===== config.mk =====
export PLATFORM = sky130hd
export DESIGN_NAME = alu_issue_stage
export DESIGN_NICKNAME = d
export VERILOG_FILES = /design/src/rtl/alu_issue_stage_pkg.sv /design/src/rtl/alu_issue_decode.sv /design/src/rtl/alu_issue_stage.sv
export SDC_FILE = /design/constraint.sdc
export NUM_CORES = 1
export LEC_CHECK = 0
export BUFFER_PORTS_ARGS = -buffer_cell sky130_fd_sc_hd__buf_4
export CORE_ASPECT_RATIO = 0.8
export CORE_MARGIN = 5
export CORE_UTILIZATION = 35
export DETAILED_ROUTE_END_ITERATION = 8
export HOLD_SLACK_MARGIN = 0.06
export PLACE_DENSITY = 0.71
export SKIP_LAST_GASP = 1
export SYNTH_ARGS = -nofsm -noshare
export SYNTH_HDL_FRONTEND = slang
export SYNTH_SLANG_ARGS = --single-unit

===== constraint.sdc =====
create_clock -name clk -period 2 [get_ports clk]
set_input_delay 0.2 -clock clk [delete_from_list [all_inputs] [get_ports clk]]
set_output_delay 0.2 -clock clk [all_outputs]
set_load 0.03 [all_outputs]

===== src/rtl/alu_issue_stage_pkg.sv =====
// Shared ISA constants for the ALU issue stage: ALU control codes, RV32I major
// opcodes, datapath width and the funct3 -> ALU control helper.
// Latency: n/a (constants and a pure function). Backpressure: n/a.
// The optional strict funct7 check in the decoder is enabled by ALU_ISSUE_ILLEGAL_EN.
package alu_issue_stage_pkg;

  localparam int XLEN = 32;

  // ALUControl codes driven onto the EX stage ALU.
  localparam logic [3:0] ALU_ADD    = 4'd0;
  localparam logic [3:0] ALU_SUB    = 4'd1;
  localparam logic [3:0] ALU_SLL    = 4'd2;
  localparam logic [3:0] ALU_SLT    = 4'd3;
  localparam logic [3:0] ALU_SLTU   = 4'd4;
  localparam logic [3:0] ALU_XOR    = 4'd5;
  localparam logic [3:0] ALU_SRL    = 4'd6;
  localparam logic [3:0] ALU_SRA    = 4'd7;
  localparam logic [3:0] ALU_OR     = 4'd8;
  localparam logic [3:0] ALU_AND    = 4'd9;
  localparam logic [3:0] ALU_PASS_B = 4'd10;

  // RV32I major opcodes (instr[6:0]).
  localparam logic [6:0] OPC_OP     = 7'b0110011;
  localparam logic [6:0] OPC_OP_IMM = 7'b0010011;
  localparam logic [6:0] OPC_LOAD   = 7'b0000011;
  localparam logic [6:0] OPC_STORE  = 7'b0100011;
  localparam logic [6:0] OPC_BRANCH = 7'b1100011;
  localparam logic [6:0] OPC_LUI    = 7'b0110111;
  localparam logic [6:0] OPC_AUIPC  = 7'b0010111;
  localparam logic [6:0] OPC_JAL    = 7'b1101111;
  localparam logic [6:0] OPC_JALR   = 7'b1100111;

  // funct3 -> ALU control for OP/OP-IMM; alt selects SUB/SRA.
  function automatic logic [3:0] alu_op(input logic [2:0] f3, input logic alt);
    logic [3:0] c;
    case (f3)
      3'b000:  c = alt ? ALU_SUB : ALU_ADD;
      3'b001:  c = ALU_SLL;
      3'b010:  c = ALU_SLT;
      3'b011:  c = ALU_SLTU;
      3'b100:  c = ALU_XOR;
      3'b101:  c = alt ? ALU_SRA : ALU_SRL;
      3'b110:  c = ALU_OR;
      default: c = ALU_AND;
    endcase
    return c;
  endfunction

endpackage


===== src/rtl/alu_issue_decode.sv =====
// Combinational RV32I decode to ALU operands/control, rd, write enable, illegal.
// Latency: 0 cycles (pure combinational). Backpressure: none, stateless.
// Ports: instr_i/pc_i/rs1_i/rs2_i in; alu_a_o/alu_b_o/alu_ctrl_o/rd_o/reg_write_o/illegal_o out.
// ALU_ISSUE_ILLEGAL_EN: full funct7 / shift-imm check drives illegal_o; otherwise illegal_o=0.
module alu_issue_decode
  import alu_issue_stage_pkg::*;
#(
  parameter int XLEN_P   = XLEN,
  parameter int LINK_INC = 4
) (
  input  logic [31:0]       instr_i,
  input  logic [XLEN_P-1:0] pc_i,
  input  logic [XLEN_P-1:0] rs1_i,
  input  logic [XLEN_P-1:0] rs2_i,
  output logic [XLEN_P-1:0] alu_a_o,
  output logic [XLEN_P-1:0] alu_b_o,
  output logic [3:0]        alu_ctrl_o,
  output logic [4:0]        rd_o,
  output logic              reg_write_o,
  output logic              illegal_o
);

  logic [6:0]        opcode;
  logic [2:0]        f3;
  logic [6:0]        f7;
  logic [XLEN_P-1:0] imm_i, imm_s, imm_u;
  logic              we;
  logic              bad;
  logic              f7_std;

  assign opcode = instr_i[6:0];
  assign f3     = instr_i[14:12];
  assign f7     = instr_i[31:25];
  assign rd_o   = instr_i[11:7];

  assign imm_i  = XLEN_P'($signed(instr_i[31:20]));
  assign imm_s  = XLEN_P'($signed({instr_i[31:25], instr_i[11:7]}));
  assign imm_u  = XLEN_P'($signed({instr_i[31:12], 12'b0}));
  assign f7_std = (f7 == 7'b0000000) || (f7 == 7'b0100000);

  always_comb begin
    alu_a_o    = rs1_i;
    alu_b_o    = rs2_i;
    alu_ctrl_o = ALU_ADD;
    we         = 1'b0;
    bad        = 1'b0;
    case (opcode)
      OPC_OP: begin
        alu_ctrl_o = alu_op(f3, f7[5]);
        we         = 1'b1;
        // The alternate encoding only exists for SUB and SRA.
        bad        = !f7_std || (f7[5] && (f3 != 3'b000) && (f3 != 3'b101));
      end
      OPC_OP_IMM: begin
        alu_b_o    = imm_i;
        // ADDI has no SUB form; imm[10] only means SRA for f3=101.
        alu_ctrl_o = alu_op(f3, (f3 == 3'b101) && instr_i[30]);
        we         = 1'b1;
        bad        = ((f3 == 3'b001) || (f3 == 3'b101)) && !f7_std;
      end
      OPC_LOAD: begin
        alu_b_o = imm_i;
        we      = 1'b1;
      end
      OPC_STORE: alu_b_o = imm_s;
      OPC_BRANCH: begin
        case (f3[2:1])
          2'b00:   alu_ctrl_o = ALU_SUB;
          2'b10:   alu_ctrl_o = ALU_SLT;
          2'b11:   alu_ctrl_o = ALU_SLTU;
          default: bad        = 1'b1;
        endcase
      end
      OPC_LUI: begin
        alu_ctrl_o = ALU_PASS_B;
        alu_b_o    = imm_u;
        we         = 1'b1;
      end
      OPC_AUIPC: begin
        alu_a_o = pc_i;
        alu_b_o = imm_u;
        we      = 1'b1;
      end
      OPC_JAL, OPC_JALR: begin
        alu_a_o = pc_i;
        alu_b_o = XLEN_P'(LINK_INC);
        we      = 1'b1;
      end
      default: bad = 1'b1;
    endcase
  end

`ifdef ALU_ISSUE_ILLEGAL_EN
  assign illegal_o = bad;
`else
  // Strict checking disabled: encoding faults are ignored.
  assign illegal_o = bad & 1'b0;
`endif

  // x0 is never written, nor is anything when the encoding is rejected.
  assign reg_write_o = we && (rd_o != 5'd0) && !illegal_o;

endmodule


===== src/rtl/alu_issue_stage.sv =====
// Registered ID->EX issue stage feeding the ALU operand/control interface.
// Latency: 1 cycle, 1 instr/cycle. Backpressure: holds payload while out_valid & !out_ready; in_ready=!out_valid|out_ready.
// Ports: clk/rst_n/flush; in_valid/in_ready/instr/pc/rs1_data/rs2_data; out_valid/out_ready/alu_a/alu_b/alu_ctrl/rd/reg_write/illegal.
// ALU_ISSUE_ILLEGAL_EN enables strict funct7 checking in alu_issue_decode.
module alu_issue_stage
  import alu_issue_stage_pkg::*;
#(
  parameter int XLEN_P   = XLEN,
  parameter int LINK_INC = 4
) (
  input  logic              clk,
  input  logic              rst_n,
  input  logic              flush,
  input  logic              in_valid,
  output logic              in_ready,
  input  logic [31:0]       instr,
  input  logic [XLEN_P-1:0] pc,
  input  logic [XLEN_P-1:0] rs1_data,
  input  logic [XLEN_P-1:0] rs2_data,
  output logic              out_valid,
  input  logic              out_ready,
  output logic [XLEN_P-1:0] alu_a,
  output logic [XLEN_P-1:0] alu_b,
  output logic [3:0]        alu_ctrl,
  output logic [4:0]        rd,
  output logic              reg_write,
  output logic              illegal
);

  logic [XLEN_P-1:0] dec_a, dec_b;
  logic [3:0]        dec_ctrl;
  logic [4:0]        dec_rd;
  logic              dec_we, dec_ill;

  logic              out_valid_d, out_valid_q;
  logic [XLEN_P-1:0] alu_a_q, alu_b_q;
  logic [3:0]        alu_ctrl_q;
  logic [4:0]        rd_q;
  logic              reg_write_q, illegal_q;
  logic              accept, load;

  alu_issue_decode #(
    .XLEN_P  (XLEN_P),
    .LINK_INC(LINK_INC)
  ) u_decode (
    .instr_i    (instr),
    .pc_i       (pc),
    .rs1_i      (rs1_data),
    .rs2_i      (rs2_data),
    .alu_a_o    (dec_a),
    .alu_b_o    (dec_b),
    .alu_ctrl_o (dec_ctrl),
    .rd_o       (dec_rd),
    .reg_write_o(dec_we),
    .illegal_o  (dec_ill)
  );

  assign in_ready = !out_valid_q || out_ready;
  assign accept   = in_valid && in_ready;
  // A flushed accept is consumed upstream but never reaches EX.
  assign load     = accept && !flush;

  always_comb begin
    out_valid_d = out_valid_q;
    if (flush)          out_valid_d = 1'b0;
    else if (accept)    out_valid_d = 1'b1;
    else if (out_ready) out_valid_d = 1'b0;
  end

  always_ff @(posedge clk or negedge rst_n) begin
    if (!rst_n) begin
      out_valid_q <= 1'b0;
      alu_a_q     <= '0;
      alu_b_q     <= '0;
      alu_ctrl_q  <= ALU_ADD;
      rd_q        <= 5'd0;
      reg_write_q <= 1'b0;
      illegal_q   <= 1'b0;
    end else begin
      out_valid_q <= out_valid_d;
      if (load) begin
        alu_a_q     <= dec_a;
        alu_b_q     <= dec_b;
        alu_ctrl_q  <= dec_ctrl;
        rd_q        <= dec_rd;
        reg_write_q <= dec_we;
        illegal_q   <= dec_ill;
      end
    end
  end

  assign out_valid = out_valid_q;
  assign alu_a     = alu_a_q;
  assign alu_b     = alu_b_q;
  assign alu_ctrl  = alu_ctrl_q;
  assign rd        = rd_q;
  assign reg_write = reg_write_q;
  assign illegal   = illegal_q;

endmodule


Yosys cells after proc, flatten, opt, wreduce, memory -nomap -nowiden. Cells that the tools add are included.

Eq/ne operators: 17. Multiplexer cells: 14. Reduce and logical (&&, ||, !) cells: 16.

Operators with widths (count): $pmux W32 S4 (1); $pmux W4 S7 (2); $mux W32 (1); $eq A7 B6 Y1 const B (3); $eq A7 B7 Y1 const B (3); $pmux W4 S4 (1); $eq A7 B5 Y1 const B (2); $eq A3 B3 Y1 const B (3); $pmux W3 S3 (1); $mux W1 (8); $eq A7 B2 Y1 const B (1); $reduce_or A7 Y1 (1); $eq A3 B2 Y1 const B (2); $reduce_or A2 Y1 (3); $reduce_bool A5 Y1 (1); $eq A2 B2 Y1 const B (2); $logic_and A1 B1 Y1 (4); $eq A3 B1 Y1 const B (1); $logic_not A3 Y1 (1); $reduce_bool A3 Y1 (1); $reduce_or A3 Y1 (1); $logic_not A1 Y1 (2); $logic_not A2 Y1 (1); $logic_or A1 B1 Y1 (1).

Flip-flop bits (word level): 75. Bits of input ports: 133. Output and inout bits: 77. Logic and storage cells: 53.

Logic depth before layout (Yosys ltp).
Depth in word-level cells: 5. Depth in mapped cells: 7. Depth with buffers taken out: 4.

Modules after synthesis. A second synthesis with hierarchy kept.

Cells, all modules: 356. Area total of the unflattened synthesis: 4359.2 um^2.

By module, submodules not included: alu_issue_stage (instances 1, cells an instance 164, area an instance 2857.7 um^2, seq. area each 1901.8 um^2); alu_issue_decode (instances 1, cells an instance 192, area an instance 1501.4 um^2, seq. area each 0.0 um^2).

Least setup slack after synthesis. No wires, ideal clock.

Kind: reg2reg. From: reg out_valid_q, in the netlist out_valid. To: reg alu_b_q[28], in the netlist alu_b[28]. Setup time: 129 ps. Arrival time: 1630 ps. Required time: 1871 ps. Path slack: 242 ps. Cell stages (with the launch flop): 8. Path buffers: 3. Period minus slack after synthesis: 1758 ps. Path through: dfrtp_1 -> nor2b_1 -> or2_1 -> clkbuf_1 -> buf_2 -> buf_2 -> a221oi_1 -> a21oi_1.

Word-level cells in the longest chain between the ends: 4.

Ends and longest elaborated chain: start, declared (RTL line alu_issue_stage.sv:35) `logic out_valid_d, out_valid_q;`; start signal, assigned (RTL line alu_issue_stage.sv:80) `out_valid_q <= out_valid_d;`; $logic_not A1 Y1 (RTL line alu_issue_stage.sv:58) `assign in_ready = !out_valid_q || out_ready;`; $logic_or A1 B1 Y1 (RTL line alu_issue_stage.sv:58); $logic_and A1 B1 Y1 (RTL line alu_issue_stage.sv:59) `assign accept = in_valid && in_ready;`; $logic_and A1 B1 Y1 (RTL line alu_issue_stage.sv:61) `assign load = accept && !flush;`; end signal, assigned (RTL line alu_issue_stage.sv:74) `alu_b_q <= '0;`; end signal, assigned (RTL line alu_issue_stage.sv:83) `alu_b_q <= dec_b;`; end, declared (RTL line alu_issue_stage.sv:36) `logic [XLEN_P-1:0] alu_a_q, alu_b_q;`.

No other way between the ends. A chain may end at the register's enable or synchronous reset.

Final worst setup path.
From: reg out_valid_q, in the netlist out_valid. To: reg alu_b_q[21], in the netlist alu_b[21].

The elaborated chain is that of the path after synthesis.

==> metrics.txt <==
core region area=about 11000 µm²; Synth area leader=dfrtp_1; number of CTS-inserted buffers=9; XOR/XNOR share of the synthesized area=0%; CTS max path bufs=2; Critical Setup Path Class=register to register; Syn. warnings=0; Hold Crit Start=instr[10]; Post-Synth Adder-Cell Area=0%; Vias/cell=around 5.3; largest net degree at the start of global routing=47; CTS tree=built; final wirelength=approximately 13 mm; hpwl dp=about 10 mm; Synth area leaders=dfrtp_1 50%, a221o_1 8.5%, and2_1 5.3%, nand4_1 4.5%, a21oi_1 4.0%; most used flip-flop cell after synthesis=dfrtp_1; met1 WL=between 5 and 6 mm; Setup-failing EPs final=0; Max Clock Skew=0.00528 ns; met2 wire len=approximately 6 mm; Mapped Area=3780 µm²; Power Density=approximately 860 nW/µm²; post-synthesis sequential area ratio=between 40% and 50%; vias in the first global route=~3900; DR iter-0 viols=190; GP Congestion=about 0.82; Die Y=103 µm; Compound-Gate Fraction of Synth Area=approximately a fifth; Mean Syn Cell Area=about 9.8 µm²; dpl cells=just over 700; simple-gate share of the synthesized area=around 23%; crit start category=register; Final Critical Period=approximately 1.8 ns; Overflow after GRT=0; Synthesized Nets=518; Die W=126 µm; worst-path maximum fanout=36; Final period util=about nine tenths; highest metal used=met4; post-CTS setup buffer count=0; total of max-cap violations=0; antenna violations before repair=0; WL met3=between 1 and 1.5 mm; fin nets=about 700; I/O Buffers=208; most common cell after layout, fill and taps aside=buf_4; #FFs+latches synth=75; asr flop ratio synth=100%; Max Clk Rate=between 500 and 600 MHz; die area=~13000 µm²; Final Power=approximately 5000 µW; EDFF count, synth=0; RSZ-0062 raised after global routing=no; WL/cell=between 15 and 20 µm; row cnt=34; post-route non-filler standard cell count=730; TritonRoute pass-1 iters=5; Total Routing Usage GR=about a fifth; Max VDD drop=roughly 370 µV; ANT cells=0; Critical path origin=out_valid; DRC=0; status=completed; Synth-to-Final Area Change=53.9%; io pins=210; setup_tns=0 ns; commonest cells after routing, fill and taps aside=218 x buf_4, 75 x dfrtp_1, 35 x nor2_1, 32 x and2_1, 32 x a221o_1; DP Area=between 5000 and 6000 µm²; P_leak=around 0.0028 µW; worst path required time=between 2 and 2.5 ns; Cells after Synth=around 390; worst path arrival time=about 2.1 ns; fraction of synthesized area in multiplexers=0.827%; CTS sink cnt=75; share of the synthesized area in the top cell type=slightly below 50%; Starting Density=around a third; Worst-Skew Late Latency=~0.33 ns; Synth cell types=44; share of post-route cells with drive strength above 1=41.8%; Root Driver=clkbuf_16; Routed Antenna Nets=0; Pins Over Slew Limit=0; wire length of the first global-routing pass=20.9 mm; largest family of logic cells by synthesized area=simple AND/OR/NAND/NOR gates; endpoint class of the critical path=register; fin area=a little under 6000 µm²; H-tree depth=3; total number of vias=between 3000 and 4000; final hold vios=0; reg2reg start=out_valid; clock slew at reported path FFs=~0.060 ns; hold crit path type=input port to register
[cells by family (layout without fill, tap and decap cells)]
| group | after synthesis | in the layout |
|---|---|---|
| flip-flops | 75 | 75 |
| other | 1 | 1 |
| buffers and inverters | 41 | 242 |
| AND/OR/NAND/NOR | 160 | 160 |
| multiplexers | 3 | 3 |
| AO/OA/AOI/OAI | 105 | 105 |
[worst paths after layout]
kind                                to  cells past startpoint  slack (ns)
max                          alu_b[21]                      6        0.19
min                              rd[3]                      3        0.08
max reg2reg                  alu_b[21]                      6        0.19
min reg2reg                      rd[0]                      2        0.49
max in group asynchronous  alu_ctrl[3]                      3        1.02
min in group asynchronous    alu_b[22]                      2        0.38
[metal layers]
metal  track usage (%)  up-vias
met4              5.19        0
li1                  -     1825
met1              25.9     1861
met3              7.41       17
met2              32.6      195
met5                 0        -
[what timing repair did]
item,CTS,global route
resized for setup,0,1
endpoints found under the setup margin,0,46
hold buffers,2,0
endpoints found under the hold margin,36,0
[where the power goes]
group	leakage [µW]	total [µW]	internal, µW	switching (µW)
logic	0.00172	1560	681	879
clock network	0.000141	1590	961	633
registers	0.000892	1880	1740	134
[cell type report]
cell class,count,area (µm²)
fill,990,4900
sequential,75,1880
timing repair buffer,224,1740
multi-input combinational,269,1730
clock buffer,9,225
tap,144,180
clock inverter,7,68.8
inverter,2,7.51
[critical path: stages (launching register included)]
cell     delay (ns)
dfrtp_1        0.35
nor2b_1        0.36
or2_4          0.38
buf_12         0.22
a21oi_1        0.06
buf_4          0.18
a31oi_1        0.16
[synthesized netlist by cell type (2+ instances only)]
cell type,number
nor2b_1,3
nor3_1,2
nor2_1,36
buf_6,4
a211oi_1,4
nor3b_1,2
dfrtp_1,75
or3_1,2
mux2i_1,2
nand3b_1,7
a41oi_1,4
nand2b_1,7
inv_1,2
o21ai_0,5
a221o_1,32
a31oi_1,12
buf_1,2
o311a_1,2
clkbuf_1,22
nand3_1,2
nand2_1,31
or2_1,2
buf_2,10
a221oi_1,9
a21oi_1,30
nand4_1,27
and2_1,32
[state kept, by name, summed over array words and instances (netlist names)]
signal     count
rd             5
reg_write      1
out_valid      1
alu_a         32
alu_b         32
alu_ctrl       4
[through the flow]
step	util [%]	worst slack [ns]	hold WS (ns)
after floorplan	-	0.242	-0.0956
after global placement	51.4	0.0935	0.185
after detailed placement	51.4	0.0734	0.190
after CTS	54.3	0.0329	0.0673
after global routing	54.3	0.0110	0.0796
final	54.3	0.191	0.0804
Note: power is estimated with default switching activity, not from simulation.
